`src/rtl/uart_rx.sv`:
```
// 16x-oversampling UART receiver: start-bit validation at mid-bit, LSB-first data,
// optional parity, stop-bit check and a valid/ready output with error/overrun flags.
//
// state     | meaning
// ----------+-------------------------------------------------------------
// IDLE      | line high, waiting for a falling edge
// START     | counting to mid start bit to reject glitches
// DATA      | sampling DATA_BITS data bits at mid-bit
// PARITY    | sampling the parity bit
// STOP      | sampling the stop bit, publishing the byte
// WAIT_IDLE | line low after reset or a bad stop bit; wait for it to go high
module uart_rx #(
    parameter int DATA_BITS  = 8,
    parameter int PARITY_EN  = 0,
    parameter int PARITY_ODD = 0
) (
    input  logic                 clk,
    input  logic                 rst,
    input  logic                 baud_tick16,
    input  logic                 rx,
    output logic [DATA_BITS-1:0] rx_data,
    output logic                 rx_valid,
    input  logic                 rx_ready,
    output logic                 frame_err,
    output logic                 parity_err,
    output logic                 overrun,
    output logic                 busy
);

    localparam int   BW       = $clog2(DATA_BITS + 1);
    localparam logic PAR_ODD  = (PARITY_ODD != 0);
    localparam logic PAR_EN   = (PARITY_EN != 0);

    typedef enum logic [2:0] {
        S_IDLE,
        S_START,
        S_DATA,
        S_PARITY,
        S_STOP,
        S_WAIT_IDLE
    } state_t;

    state_t               state_q, state_d;
    logic                 rx_meta, rx_s;
    logic [3:0]           tick_q, tick_d;
    logic [BW-1:0]        bit_q, bit_d;
    logic [DATA_BITS-1:0] shift_q, shift_d;
    logic                 pbad_q, pbad_d;
    logic                 complete;
    logic                 mid_bit;

    always_ff @(posedge clk or negedge rst) begin
        if (!rst) begin
            rx_meta <= 1'b1;
            rx_s    <= 1'b1;
        end else begin
            rx_meta <= rx;
            rx_s    <= rx_meta;
        end
    end

    always_ff @(posedge clk or negedge rst) begin
        if (!rst) begin
            state_q <= S_WAIT_IDLE;
            tick_q  <= '0;
            bit_q   <= '0;
            shift_q <= '0;
            pbad_q  <= 1'b0;
        end else begin
            state_q <= state_d;
            tick_q  <= tick_d;
            bit_q   <= bit_d;
            shift_q <= shift_d;
            pbad_q  <= pbad_d;
        end
    end

    assign mid_bit = baud_tick16 && (tick_q == 4'd15);

    always_comb begin
        state_d  = state_q;
        tick_d   = tick_q;
        bit_d    = bit_q;
        shift_d  = shift_q;
        pbad_d   = pbad_q;
        complete = 1'b0;
        case (state_q)
            S_IDLE: begin
                if (!rx_s) begin
                    state_d = S_START;
                    tick_d  = '0;
                end
            end
            S_START: begin
                if (baud_tick16) begin
                    if (tick_q == 4'd7) begin
                        tick_d = '0;
                        if (!rx_s) begin
                            state_d = S_DATA;
                            bit_d   = '0;
                        end else begin
                            state_d = S_IDLE;
                        end
                    end else begin
                        tick_d = tick_q + 4'd1;
                    end
                end
            end
            S_DATA: begin
                if (mid_bit) begin
                    shift_d = {rx_s, shift_q[DATA_BITS-1:1]};
                    tick_d  = '0;
                    bit_d   = bit_q + BW'(1);
                    if (bit_q == BW'(DATA_BITS - 1))
                        state_d = PAR_EN ? S_PARITY : S_STOP;
                end else if (baud_tick16) begin
                    tick_d = tick_q + 4'd1;
                end
            end
            S_PARITY: begin
                if (mid_bit) begin
                    pbad_d  = (^shift_q) ^ rx_s ^ PAR_ODD;
                    tick_d  = '0;
                    state_d = S_STOP;
                end else if (baud_tick16) begin
                    tick_d = tick_q + 4'd1;
                end
            end
            S_STOP: begin
                if (mid_bit) begin
                    complete = 1'b1;
                    tick_d   = '0;
                    // A low stop bit may be the start of a break; hold off until the line recovers.
                    state_d  = rx_s ? S_IDLE : S_WAIT_IDLE;
                end else if (baud_tick16) begin
                    tick_d = tick_q + 4'd1;
                end
            end
            S_WAIT_IDLE: begin
                if (rx_s)
                    state_d = S_IDLE;
            end
            default: state_d = S_WAIT_IDLE;
        endcase
    end

    always_ff @(posedge clk or negedge rst) begin
        if (!rst) begin
            rx_data    <= '0;
            rx_valid   <= 1'b0;
            frame_err  <= 1'b0;
            parity_err <= 1'b0;
            overrun    <= 1'b0;
        end else begin
            overrun <= complete && rx_valid && !rx_ready;
            if (complete) begin
                rx_data    <= shift_q;
                frame_err  <= ~rx_s;
                parity_err <= PAR_EN && pbad_q;
                rx_valid   <= 1'b1;
            end else if (rx_valid && rx_ready) begin
                rx_valid <= 1'b0;
            end
        end
    end

    assign busy = (state_q != S_IDLE);

endmodule

```
`config.mk`:
```
export PLATFORM = sky130hd
export DESIGN_NAME = uart_rx
export DESIGN_NICKNAME = d
export VERILOG_FILES = /design/src/rtl/uart_rx.sv
export SDC_FILE = /design/constraint.sdc
export NUM_CORES = 1
export LEC_CHECK = 0
export CAP_MARGIN = 20
export CORE_ASPECT_RATIO = 1.4
export CORE_MARGIN = 4
export CORE_UTILIZATION = 45
export CTS_CLUSTER_SIZE = 24
export DETAILED_ROUTE_END_ITERATION = 10
export PLACE_DENSITY = 0.62
export SLEW_MARGIN = 20
export SYNTH_ARGS = -nofsm -noshare
export SYNTH_HDL_FRONTEND = slang
export SYNTH_SLANG_ARGS = --single-unit
```
`constraint.sdc`:
```
create_clock -name clk -period 2.8 [get_ports clk]
set_input_delay 0.28 -clock clk [delete_from_list [all_inputs] [get_ports clk]]
set_output_delay 0.28 -clock clk [all_outputs]
set_load 0.01 [all_outputs]
```
# After elaboration in Yosys (flattened, before gate mapping)
# Index checks and enable logic that the tools add are counted.
[word_totals]
register_bits = 32
output_inout_bits = 13
[classes]
addsub = 2
eq_ne = 18
n_mux = 25
n_bitwise = 1
n_reduce_logical = 15
[op_table]
columns = ["op", "n"]
rows = [
  ["$mux W4", 8],
  ["$mux W3", 9],
  ["$ne A2 B2 Y1 const B", 9],
  ["$pmux W3 S6", 1],
  ["$pmux W4 S3", 1],
  ["$add A4 B1 Y4 const B", 2],
  ["$eq A4 B3 Y1 const B", 2],
  ["$pmux W4 S2", 1],
  ["$reduce_and A8 Y1", 1],
  ["$eq A3 B2 Y1 const B", 2],
  ["$eq A3 B3 Y1 const B", 2],
  ["$reduce_bool A3 Y1", 2],
  ["$reduce_and A5 Y1", 1],
  ["$eq A4 B4 Y1 const B", 1],
  ["$logic_and A1 B1 Y1", 4],
  ["$mux W1", 4],
  ["$reduce_and A4 Y1", 1],
  ["$reduce_bool A2 Y1", 2],
  ["$eq A3 B1 Y1 const B", 1],
  ["$logic_not A3 Y1", 1],
  ["$ne A3 B1 Y1 const B", 1],
  ["$reduce_or A3 Y1", 1],
  ["$mux W2", 1],
  ["$reduce_and A2 Y1", 1],
  ["2 further kinds", 2],
]

# Logic depth before layout (Yosys ltp)
[depth]
word_depth = 6
depth_mapped = 6
ltp_nobuf = 5

# Worst setup path before layout
# OpenSTA, ideal clock, no wires.
[synth_path]
kind = "register to register"
start = "register state_q[0]"
end = "register bit_q[2]"
setup_ps = 122
t_arrival_ps = 1595
required_ps = 2678
slack_ps = 1084
stages_incl_launch_ff = 6
n_path_buf = 1
path_cell_list = "dfstp_2 > buf_2 > or4b_4 > a21oi_4 > o31ai_1 > a32o_1"
[synth_between]
elab_chain_len = 3
word_cells_on_any_way = 9
classes_between = "eq/ne (6); mux (1); reduce/logical (2)"
[synth_rtl]
columns = ["item", "line", "text"]
rows = [
  ["start: declaration", "43", "state_t state_q, state_d;"],
  ["start signal: assignment", "70", "state_q <= state_d;"],
  ["$eq A3 B1 Y1 or $eq A3 B2 Y1 (tied branches)", "87", "case (state_q)"],
  ["$ne A2 B2 Y1 (no line) or $reduce_bool A2 Y1 (tied branches)", "--", ""],
  ["$reduce_and A5 Y1 (no line)", "--", ""],
  ["end signal: assignment", "72", "bit_q <= bit_d;"],
  ["end: declaration", "46", "logic [BW-1:0] bit_q, bit_d;"],
]
# Several ways; a longest one is shown, not always the timed one.
# A chain may end at the register's enable or synchronous reset.

# Worst setup path in the final report
[layout_path]
start = "register state_q[0]"
end = "output busy"
[layout_between]
elab_chain_len = 1
[layout_rtl]
columns = ["item", "line", "text"]
rows = [
  ["$reduce_bool A3 Y1", "167", "assign busy = (state_q != S_IDLE);"],
  ["end: declaration", "27", "output logic busy"],
]
# Every way passes these cells.

==> metrics.txt <==
status completed; Seq/Total Area, Yosys 52.7%; M1 WL 1220 um; Clock Sink Count 32; unrepaired setup endpoints after global routing no; routed wire length 2770 um; Final HPWL DP 1970 um; max-cap viol count 0; DIE AREA 0.00441 mm^2; Overflow after GRT 0; first drt pass iteration count 4; diode count 0; Num CTS Buffers 5; power share of the clock group 27.0%; clk_skew 0.00497 ns; CTS max path bufs 2; Most used DFF post-synth dfrtp_1; largest net degree at the start of global routing 33; YS warnings 0; area leader, netlist dfrtp_1; Post-Syn Nets 142; Starting Density 48.1%; top cell type's share of synthesized area 45.8%; CP arrival 1.75 ns; number of nets in the final layout 159; top routing layer used met4; H-tree levels 2; io pins 18; # hold bufs at CTS 0; wire per inst 14.4 um; period utilization 72.6%; Worst Path Required 2.52 ns; share of cells above drive strength 1 22.9%; CTS tree done; Rel. slew slack 65.4%; Tot GR Track Use 14.5%; R2R Setup Slk 0.87 ns; Tmin final 2.03 ns; Netlist cell types 40; most frequent cells after synthesis 28 x dfrtp_1, 16 x mux2_2, 11 x o21ai_0, 9 x nand2_1; # rows 24; worst-margin pin slew 0.517 ns; Comb power frac 23.3%; Post-Syn Instances 135; Avg Inst Size Synth 11.3 um^2; Setup Fix Bufs, Post-CTS 0; initial antenna violation count 0; maximum operating frequency 492 MHz; design area 0.00179 mm^2; Reg clk slew, reported paths 0.07 ns; worst-skew pair later-pin latency 0.28 ns; Pins Over Slew Limit 0; Final setup violation count 0; first-pass GRT wire length 4950 um; Pwr Density 703 mW/mm^2; top post-synthesis cells by area dfrtp_1 46%, mux2_2 12%, dfstp_2 6.9%, o21ai_0 3.6%, nand3_1 2.3%; worst setup path class reg2out; P_leak 0.818 nW; Final ANT Viol Nets 0; Initial DRC Count 29; Seq pwr share 49.7%; WL met2 1400 um; area grow syn2layout 17.0%; Worst Path Max Fanout 18; Syn Std Cell Area 0.00153 mm^2; Root Driver clkbuf_8; Post-synth EDFFs 0; crit path capture type output port; switching part of the total 33.2%; Vias per Instance 5.43; Core Region 0.00318 mm^2; ys async rst share 100%; vias in the first global route 1107; # resized after CTS 0; Post-DP Area 0.00170 mm^2; chip height 77 um; met3 wire length 107 um; Final Hold Vio Count 0; Vias 1042; top-count cell post-synth dfrtp_1; Critical Path Start Type flop; worst vdd ir 0.359 mV; Sw Pwr 0.000417 W; Placer Congestion 0.732; Int Pwr 0.000841 W; I/O Buffers 16; Die W 57.3 um; worst hold path type reg2reg; DRC Markers 0; Setup TNS 0 ns; Seq cells post-synth 32
==> logic make-up after synthesis <==
logic type | count (synthesis) | share of synthesized area [%]
multiplexers | 16 | 11.8
other | 1 | 0.245
AO/OA/AOI/OAI | 27 | 11.6
XOR/XNOR | 3 | 1.72
flip-flops | 32 | 52.7
adder cells (fa/ha/maj) | 2 | 1.64
buffers and inverters | 14 | 4.58
AND/OR/NAND/NOR | 40 | 15.8
==> flip-flops by register name, summed over array words and instances, names as in the netlist <==
| signal | flops |
|---|---|
| bit_q | 4 |
| rx_data | 8 |
| tick_q | 4 |
| shift_q | 8 |
| state_q | 3 |
| overrun | 1 |
| frame_err | 1 |
| rx_valid | 1 |
| rx_s | 1 |
| rx_meta | 1 |
==> cell type report <==
cell class,count,area (um^2)
Fill cell,295,1390
Sequential cell,32,806
Clock buffer,5,68.8
Clock inverter,3,18.8
Inverter,7,26.3
Timing Repair Buffer,17,168
Tap cell,39,48.8
Multi-Input combinational cell,89,654
==> worst max-delay path, stage by stage (launching register included) <==
cell and delay (ns):
dfstp_2 0.72, nor2_2 0.12, nand2_1 0.10, clkdlybuf4s50_1 0.53
==> power by group through the flow <==
stage / combinational [W] / sequential, W / clock (W)
finish: 0.000293 / 0.000626 / 0.000339
global route: 0.000336 / 0.000640 / 0.000381
CTS: 0.000296 / 0.000624 / 0.000354
detailed placement: 0.000294 / 0.000634 / 0
global placement: 0.000292 / 0.000629 / 0
floorplan: 0.000279 / 0.000569 / 0
==> cells in the final DEF, fill, tap and decap left out, types with 2 or more instances in the layout <==
master | netlist | routed
dfstp_2 | 4 | 4
o211ai_1 | 2 | 2
xnor2_1 | 2 | 2
clkdlybuf4s50_1 | 0 | 16
inv_1 | 7 | 7
clkinv_2 | 0 | 2
clkbuf_8 | 0 | 5
nand2b_1 | 5 | 5
dfrtp_1 | 28 | 28
o21ai_0 | 11 | 11
mux2_2 | 16 | 16
nand3_1 | 7 | 7
ha_1 | 2 | 2
nand2_1 | 9 | 9
a21oi_1 | 6 | 6
nor2_1 | 5 | 5
==> worst paths after layout <==
check                                  startpoint                     end  depth (start not counted)
setup / recovery           state_q[0]$_DFFE_PN1P_                    busy                          3
hold / removal                  rx_meta$_DFF_PN1_          rx_s$_DFF_PN1_                          0
max in group asynchronous                     rst          rx_s$_DFF_PN1_                          2
hold reg to reg                 rx_meta$_DFF_PN1_          rx_s$_DFF_PN1_                          0
min in group asynchronous                     rst  state_q[1]$_DFFE_PN0P_                          2
setup reg to reg            tick_q[0]$_DFFE_PN0P_  rx_data[3]$_DFFE_PN0P_                          4
==> per-layer routing <==
layer  up-vias  global-route usage (%)
met1       511                    17.7
met4         0                    5.57
met5         -                       0
li1        507                       -
met3         5                    4.71
met2        19                    23.5
==> per-stage QoR <==
step	instances	worst slack [ns]	utilization (%)	hold slack [ns]	power (W)
2_1_floorplan	135	1.08	-	-0.0156	0.000848
3_3_place_gp	184	0.705	53.5	0.346	0.000922
3_5_place_dp	184	0.653	53.5	0.351	0.000928
4_1_cts	192	0.770	56.3	0.361	0.00127
5_1_grt	192	0.666	56.3	0.363	0.00136
6_report	192	0.767	56.3	0.360	0.00126
(Power assumes the default switching activity.)
